<file path="config.mk">
export PLATFORM = sky130hd
export DESIGN_NAME = i2c_irq_status_ack
export DESIGN_NICKNAME = d
export VERILOG_FILES = /design/src/rtl/i2c_irq_status_ack.sv
export SDC_FILE = /design/constraint.sdc
export NUM_CORES = 1
export LEC_CHECK = 0
export CORE_ASPECT_RATIO = 0.6
export CORE_MARGIN = 5
export CORE_UTILIZATION = 34
export CTS_BUF_LIST = sky130_fd_sc_hd__clkbuf_2
export CTS_CLUSTER_DIAMETER = 200
export DETAILED_ROUTE_END_ITERATION = 8
export GPL_ROUTABILITY_DRIVEN = 0
export PLACE_DENSITY = 0.83
export RECOVER_POWER = 100
export SETUP_SLACK_MARGIN = 0.02
export SYNTH_ARGS = -nofsm -noshare
export SYNTH_HDL_FRONTEND = slang
export SYNTH_SLANG_ARGS = --single-unit
</file>
<file path="constraint.sdc">
create_clock -name clk -period 1.12 [get_ports clk]
set_input_delay 0.224 -clock clk [delete_from_list [all_inputs] [get_ports clk]]
set_output_delay 0.224 -clock clk [all_outputs]
set_load 0.01 [all_outputs]
</file>
<file path="src/rtl/i2c_irq_status_ack.sv">
// Sticky I2C interrupt status with software mask, level irq, ack handshake and re-arm holdoff.
// Optional build macro I2C_IRQ_COUNT_EN adds a saturating 8-bit irq assertion counter.
module i2c_irq_status_ack #(
  parameter int                    NUM_STATUS     = 13,
  parameter logic [NUM_STATUS-1:0] MASK_RST       = 13'h006D,
  parameter int                    HOLDOFF_CYCLES = 4
) (
  input  logic                  clk,
  input  logic                  rst,
  input  logic [NUM_STATUS-1:0] status_evt,
  input  logic                  clr_valid,
  input  logic [NUM_STATUS-1:0] clr_bits,
  input  logic                  mask_wr,
  input  logic [NUM_STATUS-1:0] mask_data,
  input  logic                  irq_ack,
  output logic [NUM_STATUS-1:0] status_q,
  output logic [NUM_STATUS-1:0] mask_q,
  output logic                  pending,
  output logic                  irq,
  output logic [7:0]            irq_count
);

  localparam int HCW = ($clog2(HOLDOFF_CYCLES + 1) > 3) ? $clog2(HOLDOFF_CYCLES + 1) : 3;
  localparam logic [HCW-1:0] HOLD_LOAD = HCW'(HOLDOFF_CYCLES);
  localparam logic [HCW-1:0] HOLD_LAST = HCW'(1);

  localparam logic [1:0] IDLE    = 2'd0;
  localparam logic [1:0] ASSERT  = 2'd1;
  localparam logic [1:0] HOLDOFF = 2'd2;

  logic [NUM_STATUS-1:0] status_reg;
  logic [NUM_STATUS-1:0] status_next;
  logic [NUM_STATUS-1:0] mask_reg;
  logic                  pending_reg;
  logic [1:0]            state_reg;
  logic [1:0]            state_next;
  logic [HCW-1:0]        hold_cnt_reg;
  logic [HCW-1:0]        hold_cnt_next;

  // A new event on a bit overrides a W1C of that same bit in the same cycle.
  for (genvar gi = 0; gi < NUM_STATUS; gi++) begin : g_status
    assign status_next[gi] = status_evt[gi] | (status_reg[gi] & ~(clr_valid & clr_bits[gi]));
  end

  always_ff @(posedge clk) begin
    if (rst) begin
      status_reg  <= '0;
      mask_reg    <= MASK_RST;
      pending_reg <= 1'b0;
    end else begin
      status_reg  <= status_next;
      pending_reg <= |(status_reg & mask_reg);
      if (mask_wr) begin
        mask_reg <= mask_data;
      end
    end
  end

  always_comb begin
    state_next    = state_reg;
    hold_cnt_next = hold_cnt_reg;
    case (state_reg)
      IDLE: begin
        if (pending_reg) begin
          state_next = ASSERT;
        end
      end
      ASSERT: begin
        // Ack wins over pending dropping in the same cycle.
        if (irq_ack) begin
          state_next    = HOLDOFF;
          hold_cnt_next = HOLD_LOAD;
        end else if (!pending_reg) begin
          state_next = IDLE;
        end
      end
      HOLDOFF: begin
        if (hold_cnt_reg == HOLD_LAST) begin
          state_next = IDLE;
        end else begin
          hold_cnt_next = hold_cnt_reg - HOLD_LAST;
        end
      end
      default: begin
        state_next = IDLE;
      end
    endcase
  end

  always_ff @(posedge clk) begin
    if (rst) begin
      state_reg    <= IDLE;
      hold_cnt_reg <= '0;
    end else begin
      state_reg    <= state_next;
      hold_cnt_reg <= hold_cnt_next;
    end
  end

`ifdef I2C_IRQ_COUNT_EN
  logic [7:0] irq_count_reg;
  logic       count_clr;
  logic       count_inc;

  assign count_clr = clr_valid & (&clr_bits);
  assign count_inc = (state_reg == IDLE) && (state_next == ASSERT);

  // Clearing takes precedence over an assertion landing on the same edge.
  always_ff @(posedge clk) begin
    if (rst || count_clr) begin
      irq_count_reg <= 8'h00;
    end else if (count_inc && (irq_count_reg != 8'hFF)) begin
      irq_count_reg <= irq_count_reg + 8'h01;
    end
  end

  assign irq_count = irq_count_reg;
`else
  assign irq_count = 8'h00;
`endif

  assign status_q = status_reg;
  assign mask_q   = mask_reg;
  assign pending  = pending_reg;
  assign irq      = (state_reg == ASSERT);

endmodule

</file>
; ---- Word-level counts from Yosys, hierarchy flattened
; Cells that the tools add are included.
[totals]
regBits = 32
in_bits = 44
out_inout_bits = 36
word_cells = 80
[classes]
addsub = 1
eq_ne = 8
mux = 8
bitwise_logic = 53
n_reduce_logical = 5
[op_table]
columns = cell, count
row1 = $and A1 B1 Y1, 26
row2 = $and A13 B13 Y13, 1
row3 = $not A1 Y1, 13
row4 = $or A1 B1 Y1, 13
row5 = $reduce_or A13 Y1, 1
row6 = $mux W2, 4
row7 = $ne A2 B2 Y1 const B, 4
row8 = $mux W3, 2
row9 = $pmux W2 S3, 1
row10 = $pmux W3 S2, 1
row11 = $reduce_and A3 Y1, 2
row12 = $eq A3 B1 Y1 const B, 1
row13 = $ne A3 B3 Y1 const B, 1
row14 = $sub A3 B1 Y3 const B, 1
row15 = $eq A2 B1 Y1 const B, 1
row16 = $eq A2 B2 Y1 const B, 1
row17 = $logic_not A2 Y1, 1
row18 = $reduce_bool A2 Y1, 1

; ---- Logic depth before layout (Yosys ltp)
; Gate-level depths: netlist of run 1.
[logic_depth]
ltp_word = 4
depth_mapped = 5
ltp_nobuf = 5

; ---- Worst setup path after synthesis of run 1
; Ideal clock, no wire load.
[synth_timing]
path_type = register -> register
start = reg hold_cnt_reg[1]
end = reg hold_cnt_reg[1]
setup_time_ns = 0.087
arrival_ns = 1.059
required_time_ns = 1.033
slack_ns = -0.027
path_stages_with_launch = 6
path_buffers = 0
synth_period_minus_slack_ns = 1.147
path_cell_list = dfxtp_1 > inv_1 > ha_1 > nor2b_1 > a2111o_1 > o31ai_1
[synth_via]
elab_chain_cells = 3
word_cells_on_any_way = 6
cone_classes = 1 x add/sub / 2 x eq/ne / 2 x mux / 1 x reduce/logical
[synth_lines]
columns = element, line
row1 = start: declaration, 37  ; logic [HCW-1:0] hold_cnt_reg;
row2 = start signal: assignment, 96  ; hold_cnt_reg <= hold_cnt_next;
row3 = $sub A3 B1 Y3 or $eq A3 B1 Y1 (tied branches), "81, 78"
row4 = $mux W3 or $ne A2 B2 Y1 (tied branches), --
row5 = $pmux W3 S2 or $reduce_and A3 Y1 (tied branches), --
; Parallel ways exist; a longest one is shown, timed or not. The select of a mux whose other input is x is not followed.
; A chain may end at the register's enable or synchronous reset.

; ---- Worst setup path in the final report of run 1
[layout_timing]
start = reg state_reg[1]
end = reg hold_cnt_reg[1]
[layout_via]
elab_chain_cells = 3
word_cells_on_any_way = 7
cone_classes = 4 x eq/ne / 1 x mux / 2 x reduce/logical
[layout_lines]
columns = element, line
row1 = start: declaration, 35  ; logic [1:0] state_reg;
row2 = start signal: assignment, 95  ; state_reg <= state_next;
row3 = $eq A2 B2 Y1 or $eq A2 B1 Y1 (tied branches), 62  ; case (state_reg)
row4 = $ne A2 B2 Y1 (no line) or $reduce_bool A2 Y1 (tied branches), --
row5 = $reduce_and A3 Y1 (no line), --
; Parallel ways exist; a longest one is shown, timed or not.

==> results.md, run 1 <==
* Yosys Warn Count at 0
* Most common cell in the netlist: dfxtp_1
* Drt wl/cell at roughly 14 um
* Port Buffers at 71
* Die area at 5240 sq um
* EDFF count, synth at 0
* Main synth FF type: dfxtp_1
* Layout Cells excl Fill at 299
* Synthesis-to-finish area growth at 93.3%
* Drt initial violations at between 40 and 50
* Outcome: complete, but fails checks
* Sequential share of power at about 47%
* Chip Height at 58.1 um
* # rows at 17
* M1 WL at 1.71 mm
* Cell taking the most area after synthesis: dfxtp_1
* Type of origin of the critical path: flip-flop
* Switching power total at 710 uW
* Reg clk slew, reported paths at 0.17 ns
* Failing checks: setup timing
* Setup Skew at 0.0208 ns
* CTS Root Cell: clkbuf_2
* DR vias at 1350
* Synth area leaders: dfxtp_1 (49%), nor2_1 (6.3%), mux2i_1 (6.1%)
* Cell count after synthesis at 144
* # DRC at 0
* Seq/Total Area, Yosys at 48.9%
* Power per Cell Area at 1090 nW/um^2
* Maximum clock path buffer count at 2
* Placed Cells at 281
* Crit path DAT at ~1.5 ns
* RSZ-0062 raised after global routing: yes
* CTS Buf Count at 5
* Post-Syn Area per Cell at 9.11 sq um
* Max rail drop VDD at about 0.00063 V
* Initial Util at between 30% and 40%
* Crit path from: state_reg[1]$_SDFFE_PP0P_
* Crit path required time at 1.37 ns
* GR Overflow Total at 0
* Nets at 297
* Pre-antenna DRT Iters at 6
* Final WL at 4.16 mm
* Clock Power Share at 26.9%
* CTS tree: done
* Hold Path Class: input port to flip-flop
* Number of global-route vias before repair at 1371
* Worst skew pair latency at 0.35 ns
* CP max FO at 6
* Internal Pwr Total at 2060 uW
* Reg2Reg Setup Slack at -0.14 ns
* Max layer used: met4
* Syn Std Cell Area at 1310 sq um
* LEAKAGE at 0.00111 uW
* DIE WIDTH at 90.2 um
* Antenna violations before repair at 0
* Tcrit/Tclk final at 113%
* Asr flop ratio synth at 0%
* Dpl cell area at between 2000 and 2500 sq um
* Kind of critical path: flip-flop to flip-flop
* I/O pins at 80
* Filler Cell Count at between 300 and 400
* Fin. Hold Viols at 0
* Number of H-tree levels at 2
* Share of the synthesized area in the top cell type at 48.9%
* Fin area at 2530 sq um
* Top cells by count, synth: dfxtp_1 (32), nor2_1 (22), a21oi_1 (15), nand2_1 (14), buf_4 (9)
* Reg2reg start: state_reg[1]$_SDFFE_PP0P_
* DR WL met3 at 423 um
* Total Neg Setup Slack at -0.376 ns
* Min Tclk post-route at around 1.3 ns
* Max-slew violation count at 0
* Pin count of the biggest net entering global routing at 19
* Synthesis-stage register bit count at 32
* Post-detail-place hpwl at a little over 3 mm
* Hold_ws at 0.434 ns
* Maxcap violations at 0
* Sink Count at 32
* Met2 WL at 2.00 mm
* Drt via density at 4.52
* Layout cells sized above 1 at between 40 and 50%
* Antenna Nets Post-Route at 0
* CP endpoint kind: flip-flop
* Final Util at just under 70%
* Worst setup margin at -0.145 ns
* Synth cell types at 29
* Number of diodes at 0
* Core Box Area at 3700 sq um
* Final Setup Violations at 7
* Net Sw Frac at about a quarter
* Achievable Freq at 791 MHz
* HP Start: status_evt[10]
* First-pass GRT wire length at 6.50 mm
* Comb pwr share at 26.2%
* Total global-route track usage at 15.6%
## per-layer routing
metal | vias up | GRT usage [%]
met1 | 616 | 18.1
li1 | 689 | -
met5 | - | 0
met4 | 0 | 3.82
met3 | 2 | 7.91
met2 | 43 | 26.0
## metrics by stage
stage / power, uW / setup slack, ns
floorplan: 1540 / 0.00939
CTS: 2720 / -0.167
finish: 2770 / -0.145
global route: 2910 / -0.192
global placement: 1940 / -0.246
detailed placement: 1950 / -0.284
## worst max-delay path, cell delays in order (launching register included)
cell,delay [ns]
dfxtp_2,0.35
buf_4,0.16
nand3b_1,0.18
a2111o_1,0.42
o31ai_1,0.07
## worst paths after layout
check,end,depth (start not counted)
hold reg to reg,state_reg[0]$_SDFFE_PP0P_,2
hold / removal,status_q[10]$_SDFF_PP0_,3
setup reg to reg,hold_cnt_reg[1]$_SDFFE_PP0P_,4
setup / recovery,hold_cnt_reg[1]$_SDFFE_PP0P_,4
## placed cells by master, fill, tap and decap left out, types with 2 or more instances in the layout
cell type and instances:
mux2i_1 8, ha_4 2, nand2b_4 2, a21oi_1 14, nor2b_1 6, buf_4 31, dfxtp_4 2, a22oi_1 3
nand2_1 14, nor2_1 22, clkbuf_2 5, conb_1 8, clkdlybuf4s50_1 42, buf_6 29, dfxtp_1 2, buf_12 2
clkinv_1 2, dfxtp_2 28, nor4b_2 2, a211o_1 5
## cells by family after synthesis
logic type | count (synthesis) | synth area share [%]
xor+xnor | 1 | 0.668
buf+inv | 17 | 7.63
compound gates | 32 | 16.4
mux | 8 | 6.11
other cells | 1 | 0.286
fa+ha+maj | 2 | 1.91
simple gates | 51 | 18.1
flops | 32 | 48.9
## final cells by class
cell class	instances	area, sq um	area share, %
flip-flops and latches	32	683	26.9
multi-input cells	102	678	26.8
repair buffers	107	1040	41.0
clock buffers	5	25.0	0.987
inverters	3	13.8	0.543
clock inverters	3	37.5	1.48
well taps	47	58.8	2.32
## power groups by stage
stage / Clock [uW] / Sequential, uW / Combinational, uW
after floorplan: 0 / 1330 / 210
after global placement: 0 / 1300 / 644
after detailed placement: 0 / 1300 / 655
after CTS: 772 / 1290 / 661
after global routing: 818 / 1310 / 784
final: 745 / 1300 / 726
## repair_timing
item | CTS | global route
setup endpoints to repair | 33 | 33
gates resized for setup | 157 | 28
hold endpoints to repair | 0 | 0
hold buffers | 0 | 0
buffers inserted | 8 | 2
pin swaps | 7 | 5
cloned | 0 | 0
(Power assumes the default switching activity.)
==> run 2, diff against run 1 <==
Settings changed: CTS_CLUSTER_SIZE set to 16.
==> results of run 2 <==
The final DEF is identical to that of run 1; final timing and power are the same.
==> run 3, diff against run 2 <==
Settings changed: ABC_CLOCK_PERIOD_IN_PS set to 1120, CAP_MARGIN set to 20.
==> results of run 3 <==
The final DEF is identical to that of run 1; final timing and power are the same.
==> RTL edit: new RTL, config.mk and constraints of run 1 <==
`HOLDOFF_CYCLES`: 4 -> 16.
--- a/src/rtl/i2c_irq_status_ack.sv
+++ b/src/rtl/i2c_irq_status_ack.sv
@@ -3,7 +3,7 @@
 module i2c_irq_status_ack #(
   parameter int                    NUM_STATUS     = 13,
   parameter logic [NUM_STATUS-1:0] MASK_RST       = 13'h006D,
-  parameter int                    HOLDOFF_CYCLES = 4
+  parameter int                    HOLDOFF_CYCLES = 16
 ) (
   input  logic                  clk,
   input  logic                  rst,
Behaviour: not the same (a bounded check fails within 10 cycles, from zero or initial values and one cycle with rst high).
==> RTL edit against run 1 <==
- the run still ends with setup timing left
- critical path depth up 1
- setup slack lost 0.23 ns
- die area up 7.9%
- area after synthesis rose by 9.3%
- total power decreased by 2.4%
- wire length rose by 13%
- cell area grew 2.7%
- sequential cell count rose by 2
- critical path type unchanged
- largest cell class unchanged
==> RTL edit: results (changes against run 1) <==
violated checks setup timing (unchanged); XOR/XNOR Fraction of Synth Area 0.00611 (was 0.00668); crit path max fanout 4 (was 6); Fill cells 364 (was 306); sequential group share of total power 0.504 (was 0.469); comb_multi_in 114 (was 102); Final nets 321 (was 297); DPL Wire Length 3.46 mm (was 3.12 mm); Seq/Total Area, Yosys 0.475 (was 0.489); max incr delay on CP 0.50 ns (was 0.42 ns); global-route wire length before repair 6.98 mm (was 6.50 mm); adder-cell share of the synthesized area 0.0175 (was 0.0191); number of warnings issued by yosys 0 (unchanged); flip-flop and latch area 721 um^2 (was 683 um^2); # resized after CTS 153 (was 157); Area contributors post-synth dfxtp_1 48%, mux2i_1 9.8%, nor2_1 6.6% (was dfxtp_1 49%, nor2_1 6.3%, mux2i_1 6.1%); Tot GR Track Use 0.162 (was 0.156); CTS sink count 34 (was 32); GRT met2 Usage 0.264 (was 0.260); TritonRoute pass-1 iters 4 (was 6); Avg Vias per Cell 4.54 (was 4.52); met3 WL post-DR 442 um (was 423 um); Layout clock area frac 0.0154 (was 0.0247); routing usage on met1 0.196 (was 0.181); Fin Setup TNS -1.86 ns (was -0.376 ns); status complete, but fails checks (unchanged); setup repair bufs after CTS 8 (unchanged); GR Util met3 0.0730 (was 0.0791); Leak Pwr 1.18 nW (was 1.11 nW); H-tree depth 2 (unchanged); mux contribution to synthesized area 0.0978 (was 0.0611); met2 WL 2.08 mm (was 2.00 mm); Clock Skews 0.0120 ns (was 0.0208 ns); met1 WL 2.14 mm (was 1.71 mm); compound-cell area share of the yosys netlist 0.134 (was 0.164); fraction of cell area in non-clock buffers 0.388 (was 0.410); clkbuf count 8 (was 5); largest net degree at the start of global routing 17 (was 19); final setup violation count 8 (was 7); area occupied by multi-input gates 743 um^2 (was 678 um^2); CP Data Arrival Time 1.80 ns (was 1.51 ns); inverter count 4 (was 3); setup ws final -0.376 ns (was -0.145 ns); Well Taps 60 (was 47); cell type of the slowest stage on the worst timing path or4b_4 (was a2111o_1); Clock Power Share 0.218 (was 0.269); Placed Area 0.00247 mm^2 (was 0.00226 mm^2); Net Sw Frac 0.282 (was 0.256); Crit path max-delay family simple AND/OR/NAND/NOR gates (was compound AO/OA/AOI/OAI gates); Cell variety after synth 34 (was 29); layout cells sized above 1 0.446 (was 0.444); wire length per cell 13.9 um (about the same)
-- RTL edit: cell count changes in the layout (fill, tap and decap cells not counted), sizes merged, moves of 3 or more --
cell | run 1 | this run
clkbuf | 6 | 18
mux2i | 8 | 14
nand2 | 14 | 20
a211o | 5 | 0
nor2b | 7 | 2
nor2 | 22 | 25
-- RTL edit: per-stage QoR --
step                      std cells  worst slack [ns]  utilization  hold slack, ns  power, mW
after global placement          318            -0.305        0.602           0.423       2.07
after detailed placement        318            -0.315        0.602           0.435       2.08
after global routing            336            -0.439        0.635           0.405       2.84
after floorplan                 166            -0.280            -           0.315       1.64
final                           336            -0.376        0.635           0.416       2.70
after CTS                       334            -0.321        0.615           0.395       2.67
-- RTL edit: final timing paths --
check,slack [ns],depth (start not counted),start,endpoint
max,-0.38,5,hold_cnt_reg[1],hold_cnt_reg[1]
min,0.42,3,status_evt[11],status_q[11]
max reg2reg,-0.38,5,hold_cnt_reg[1],hold_cnt_reg[1]
min reg2reg,0.47,2,pending,state_reg[0]
